## config.mk

```make
export PLATFORM = sky130hd
export DESIGN_NAME = ring_buffer_reader
export DESIGN_NICKNAME = d
export VERILOG_FILES = /design/src/rtl/ring_buffer_reader.sv
export SDC_FILE = /design/constraint.sdc
export NUM_CORES = 1
export LEC_CHECK = 0
export ABC_AREA = 1
export CAP_MARGIN = 10
export CORE_ASPECT_RATIO = 1.4
export CORE_MARGIN = 2
export CORE_UTILIZATION = 59
export CTS_BUF_LIST = sky130_fd_sc_hd__clkbuf_16
export DETAILED_ROUTE_END_ITERATION = 6
export PLACE_DENSITY = 0.87
export SLEW_MARGIN = 20
export SYNTH_ARGS = -nofsm -noshare
export SYNTH_HDL_FRONTEND = slang
export SYNTH_SLANG_ARGS = --single-unit
export TNS_END_PERCENT = 1
```

## constraint.sdc

```tcl
create_clock -name Clk -period 3.3 [get_ports Clk]
set_clock_uncertainty 0.05 [all_clocks]
set_input_delay 0.495 -clock Clk [delete_from_list [all_inputs] [get_ports Clk]]
set_output_delay 0.495 -clock Clk [all_outputs]
set_load 0.02 [all_outputs]
```

## src/rtl/ring_buffer_reader.sv

```systemverilog
// ---------------------------------------------------------------------------
// ring_buffer_reader
//
// Read side of the acoustics sample ring buffer. On Trigger it captures a
// window of WINDOW_LEN samples, PRE_TRIGGER of them older than the trigger.
// It waits for the post-trigger samples to be written, then reads the window
// oldest-first from the RAM read port (wrapping at 2^ADDR_WIDTH). The samples
// leave through a valid/ready stream backed by a 2-entry skid buffer.
//
// Ports
//   Clk, Reset_N         system clock (rising edge), async active-low reset
//   Trigger              single-cycle capture request (honoured in IDLE only)
//   Sample_Strobe        writer write-enable, one pulse per sample
//   Write_Addr           address the writer is writing / will write next
//   RAM_Rd_En/_Addr      RAM read request; RAM_Rd_Data returns one cycle later
//   RAM_Rd_Data          RAM read data
//   Output_Data/_Valid   streamed sample and its qualifier
//   Output_Ready         downstream accept
//   Output_Last          marks the final sample of the window
//   Busy                 high whenever a capture is in progress
//   Read_Overrun         sticky: writer overwrote a not-yet-read window sample
// ---------------------------------------------------------------------------
module ring_buffer_reader #(
  parameter int unsigned DATA_WIDTH  = 10,
  parameter int unsigned ADDR_WIDTH  = 10,
  parameter int unsigned WINDOW_LEN  = 512,  // 1 .. 2^ADDR_WIDTH
  parameter int unsigned PRE_TRIGGER = 128   // 0 .. WINDOW_LEN
) (
  input  logic                  Clk,
  input  logic                  Reset_N,
  input  logic                  Trigger,
  input  logic                  Sample_Strobe,
  input  logic [ADDR_WIDTH-1:0] Write_Addr,
  output logic                  RAM_Rd_En,
  output logic [ADDR_WIDTH-1:0] RAM_Rd_Addr,
  input  logic [DATA_WIDTH-1:0] RAM_Rd_Data,
  output logic [DATA_WIDTH-1:0] Output_Data,
  output logic                  Output_Valid,
  input  logic                  Output_Ready,
  output logic                  Output_Last,
  output logic                  Busy,
  output logic                  Read_Overrun
);

  localparam int unsigned CNT_W = $clog2(WINDOW_LEN + 1);

  localparam logic [CNT_W-1:0]      WIN_LEN_C  = CNT_W'(WINDOW_LEN);
  localparam logic [CNT_W-1:0]      POST_LEN_C = CNT_W'(WINDOW_LEN - PRE_TRIGGER);
  localparam logic [CNT_W-1:0]      CNT_ONE_C  = CNT_W'(1);
  // Truncation gives the modulo-2^ADDR_WIDTH offset (PRE_TRIGGER may equal the depth).
  localparam logic [ADDR_WIDTH-1:0] PRE_OFS_C  = ADDR_WIDTH'(PRE_TRIGGER);
  localparam logic [ADDR_WIDTH-1:0] ADDR_ONE_C = ADDR_WIDTH'(1);

  typedef enum logic [1:0] {
    S_IDLE,
    S_POST_WAIT,
    S_READ
  } state_e;

  state_e                state_q;
  logic [CNT_W-1:0]      post_cnt_q;
  logic [CNT_W-1:0]      issue_cnt_q;
  logic [ADDR_WIDTH-1:0] rd_ptr_q;      // holds Start_Addr until the first read
  logic                  inflight_q;    // a RAM read returns data this cycle
  logic                  inflight_last_q;
  logic                  overrun_q;

  // Skid buffer: entry 0 is the head presented on Output_Data.
  logic [1:0]            occ_q, occ_d;
  logic [DATA_WIDTH-1:0] skid_data_q [2];
  logic [DATA_WIDTH-1:0] skid_data_d [2];
  logic                  skid_last_q [2];
  logic                  skid_last_d [2];

  logic                  pop;
  logic [1:0]            occ_after_pop;
  logic                  rd_issue;
  logic                  overrun_hit;
  logic [CNT_W-1:0]      post_start;

  assign pop           = Output_Valid && Output_Ready;
  assign occ_after_pop = occ_q - {1'b0, pop};

  // Counting the slot freed by this cycle's transfer keeps one sample per
  // clock flowing with Output_Ready high; the buffer can never exceed 2.
  assign rd_issue = (state_q == S_READ) && (issue_cnt_q != '0) &&
                    ((occ_after_pop + {1'b0, inflight_q}) < 2'd2);

  assign overrun_hit = Sample_Strobe && (Write_Addr == rd_ptr_q) && (issue_cnt_q != '0);

  // A strobe coincident with the accepted trigger is the first post sample.
  assign post_start = (Sample_Strobe && (POST_LEN_C != '0)) ? POST_LEN_C - CNT_ONE_C
                                                            : POST_LEN_C;

  // NOTE: every always_comb output gets a default first so no latch is inferred.
  always_comb begin
    skid_data_d = skid_data_q;
    skid_last_d = skid_last_q;
    occ_d       = occ_after_pop;
    if (pop) begin
      skid_data_d[0] = skid_data_q[1];
      skid_last_d[0] = skid_last_q[1];
    end
    // Returning data goes into the first free slot after the pop.
    if (inflight_q) begin
      skid_data_d[occ_after_pop[0]] = RAM_Rd_Data;
      skid_last_d[occ_after_pop[0]] = inflight_last_q;
      occ_d                         = occ_after_pop + 2'd1;
    end
  end

  // NOTE: sequential state uses non-blocking assignments only.
  always_ff @(posedge Clk or negedge Reset_N) begin
    if (!Reset_N) begin
      state_q         <= S_IDLE;
      post_cnt_q      <= '0;
      issue_cnt_q     <= '0;
      rd_ptr_q        <= '0;
      inflight_q      <= 1'b0;
      inflight_last_q <= 1'b0;
      overrun_q       <= 1'b0;
      occ_q           <= '0;
      // NOTE: the two skid entries are reset so Output_Data reads 0 after reset;
      // a deep RAM would normally be left unreset.
      for (int i = 0; i < 2; i++) begin
        skid_data_q[i] <= '0;
        skid_last_q[i] <= 1'b0;
      end
    end else begin
      skid_data_q     <= skid_data_d;
      skid_last_q     <= skid_last_d;
      occ_q           <= occ_d;
      inflight_q      <= rd_issue;
      inflight_last_q <= rd_issue && (issue_cnt_q == CNT_ONE_C);

      if (rd_issue) begin
        rd_ptr_q    <= rd_ptr_q + ADDR_ONE_C;
        issue_cnt_q <= issue_cnt_q - CNT_ONE_C;
      end

      case (state_q)
        S_IDLE: begin
          if (Trigger) begin
            rd_ptr_q    <= Write_Addr - PRE_OFS_C;
            issue_cnt_q <= WIN_LEN_C;
            post_cnt_q  <= post_start;
            overrun_q   <= 1'b0;
            state_q     <= (post_start == '0) ? S_READ : S_POST_WAIT;
          end
        end
        S_POST_WAIT: begin
          if (Sample_Strobe) begin
            post_cnt_q <= post_cnt_q - CNT_ONE_C;
            if (post_cnt_q == CNT_ONE_C) state_q <= S_READ;
          end
        end
        S_READ: begin
          if (overrun_hit) overrun_q <= 1'b1;
          if (pop && skid_last_q[0]) state_q <= S_IDLE;
        end
        default: state_q <= S_IDLE;
      endcase
    end
  end

  assign RAM_Rd_En    = rd_issue;
  assign RAM_Rd_Addr  = rd_ptr_q;
  assign Output_Valid = (occ_q != '0);
  assign Output_Data  = skid_data_q[0];
  // Entry 0 may hold a stale flag once drained, so qualify with valid.
  assign Output_Last  = Output_Valid && skid_last_q[0];
  assign Busy         = (state_q != S_IDLE);
  assign Read_Overrun = overrun_q;

endmodule
```

==> impl_results.md <==
* Syn avg cell area at 7.33 um2
* Crit path top cell by count: nand2_1
* Max cap viols at 0
* CP max-delay cell: clkdlybuf4s50_1
* Status: finished clean
* Total Power at 4.42 mW
* Worst-path clk slew at 50 ps
* Slew at the pin with the worst max-slew slack at 896 ps
* Top cell type's share of synthesized area at 0.419
* Drt pass-1 iters at 6
* Final TNS setup at 0 ps
* Adder-cell share of the synthesized area at 0.0284
* Worst skew pair latency at 330 ps
* CTS Sinks at 59
* FF+latch count, synth at 59
* Pins Over Slew Limit at 0
* Setup bufs post-CTS at 0
* Cell count after synthesis at 481
* TritonCTS clock tree: yes
* Share of cells above drive strength 1 at 0.0778
* CTS Buf Count at 9
* RSZ-0062 raised after global routing: false
* Reg-to-reg startpoint: issue_cnt_q[0]
* Top post-synthesis cells by area: dfrtp_1 42%, nand2_1 17%, nand3_1 6.3%, inv_1 5.5%, nor2_1 4.4%
* Final Net Count at 555
* Sw frac at 0.421
* Mux cell area share after synthesis at 0
* Peak VDD IR at 0.601 mV
* DIE WIDTH at 69.3 um
* Detail Route Antenna Nets at 0
* Number of global-route vias before repair at 3,170
* Placed insts at 581
* Min-Delay Path Class: in2async
* First-pass GRT wire length at 14,200 um
* Synth-to-Final Area Change at 22.9%
* Largest family of logic cells by synthesized area: simple AND/OR/NAND/NOR gates
* Psw at 1.86 mW
* Reg2Reg Setup Slack at 1170 ps
* HPWL after DPL at 5670 um
* Flop pwr share at 0.295
* Drt drc at 0
* Slew headroom at 0.400
* Filler cell count at 421
* Height of the die at 95.4 um
* PwrDens at 1020 nW/um2
* Critical Path Sink Type: primary output
* Final wirelength at 8360 um
* Pin count of the biggest net entering global routing at 43
* Tcrit/Tclk final at 0.931
* LEAKAGE at 2.21 nW
* FMAX at 325 MHz
* Core Footprint at 5820 um2
* Clock share of power at 0.243
* Num rows at 33
* Initial DRC Count at 305
* Max FO, Critical Path at 9
* Filler-free cell count of the finished design at 597
* Combinational fraction of design power at 0.462
* Average wire per standard cell at 14.0 um
* CP Launch Point: Output_Ready
* Final Hold Viols at 0
* I/O Pins at 50
* Starting Density at 0.605
* Critical R2R Capture: RAM_Rd_Addr[4]
* Worst setup SP type: primary input
* Longest Clk Path Bufs at 2
* Synth Area in XOR/XNOR at 0.0447
* Pint at 2.56 mW
* Congestion Overflow GR at 0
* Syn_nets at 514
* Post-Synthesis Cell Area at 3520 um2
* GP Congestion at 0.881
* CP max stage delay at 620 ps
* Fin crit period at 3070 ps
* Worst EP arrival at 2530 ps
* H-tree depth at 3
* Worst path required time at 2750 ps
* CTS Hold Buffers Added at 0
* Post-Synth Simple-Gate Area at 0.320
* PortBufs at 49
* CP Class: in2out
* Crit path to: RAM_Rd_En
* Yosys top cell by area: dfrtp_1
* Seq/Total Area, Yosys at 0.419
* Total track usage at 0.270
* Setup violators final at 0
* Synth Warn # at 0
* Initial antenna violation count at 0
* Area of the die at 6610 um2
* Synth Area in Compound Gates at 0.0845
* Cell variety after synth at 32
* Vias per cell at 5.59
* Worst reg2reg path depth at 9
* Worst-path cell chain: clkdlybuf4s50_1 > inv_2 > nand2_1 > nand2_1 > ha_1 > inv_1 > nand2_1 > nand2_2 > nand3_4 > inv_2 > clkdlybuf4s50_1
* CTS Root Cell: clkbuf_16
* CTS resizes at 0
* Detailed-route via count at 3,338
* N_diodes at 0
per-stage QoR:
step	setup WS, ps	hold WS, ps	util	cell area [um2]
floorplan	1380	149	-	3520
global placement	298	403	0.685	3990
detailed placement	236	406	0.685	3990
CTS	221	56.9	0.744	4330
global route	77.5	76.3	0.744	4330
finish	227	49.2	0.744	4330
cell usage in the layout, fill, tap and decap left out, types with 3 or more instances in the layout:
| master | instances |
|---|---|
| clkbuf_16 | 9 |
| o21ai_1 | 4 |
| nand4_1 | 6 |
| inv_2 | 5 |
| o21ai_0 | 12 |
| nor2_1 | 41 |
| ha_1 | 8 |
| or2_2 | 3 |
| a21oi_1 | 12 |
| nand3_1 | 44 |
| nand2_1 | 157 |
| inv_1 | 52 |
| dfrtp_1 | 59 |
| a22oi_1 | 6 |
| bufinv_16 | 3 |
| xnor2_1 | 5 |
| buf_4 | 6 |
| xor2_1 | 13 |
| clkdlybuf4s50_1 | 48 |
| nor2_2 | 3 |
| a31oi_1 | 12 |
power groups by stage:
stage | combinational, mW | clock [mW] | sequential, mW
2_1_floorplan | 1.46 | 0 | 1.30
3_3_place_gp | 1.95 | 0 | 1.28
3_5_place_dp | 2.01 | 0 | 1.30
4_1_cts | 2.04 | 1.08 | 1.30
5_1_grt | 2.28 | 1.12 | 1.34
6_report | 2.04 | 1.07 | 1.30
worst min-delay path by stage:
stage,from,endpoint,slack (ps)
6_report,Reset_N,post_cnt_q[7],50
5_1_grt,Reset_N,post_cnt_q[5],80
4_1_cts,Reset_N,post_cnt_q[6],60
3_5_place_dp,Reset_N,post_cnt_q[6],410
3_3_place_gp,flop,flop,400
2_1_floorplan,Reset_N,Output_Data[0],150
worst max-delay path: cells and delay by family:
kind                       cells  cell delay [ps]
and+or+nand+nor                5              400
buffers and inverters          5             1430
adders and majority gates      1              220
area by class of cell:
type,instances,area (um2),share of cell area
clock buffer,9,225,0.0520
clock inverter,7,116,0.0269
inverter,57,214,0.0494
multi-input combinational,340,1680,0.388
sequential,59,1480,0.341
tap,70,87.6,0.0202
timing repair buffer,55,531,0.122
synth_stat cells, drive strengths merged:
cell type and number:
nor3 1, clkbuf 7, buf 18, or2 3
nand4 6, nand3b 2, inv 57, o21ai 18
nor4 1, a22oi 6, o22ai 2, xnor2 5
dfrtp 59, nand2 159, a31oi 12, nor2 46
ha 8, nand3 45, a21oi 12, o211ai 1
xor2 13
kinds of logic after synthesis:
logic type	count (synthesis)
AND/OR/NAND/NOR	263
buffers and inverters	82
flip-flops	59
AO/OA/AOI/OAI	51
XOR/XNOR	18
adder cells (fa/ha/maj)	8
per-layer routing:
metal,share of wire,routed length [um],global-route usage
met1,0.40,3360,0.324
met4,0.036,304,0.154
met3,0.076,636,0.0655
met5,0,0,0
met2,0.49,4060,0.448
No activity file was read; power rests on OpenSTA's default activity.
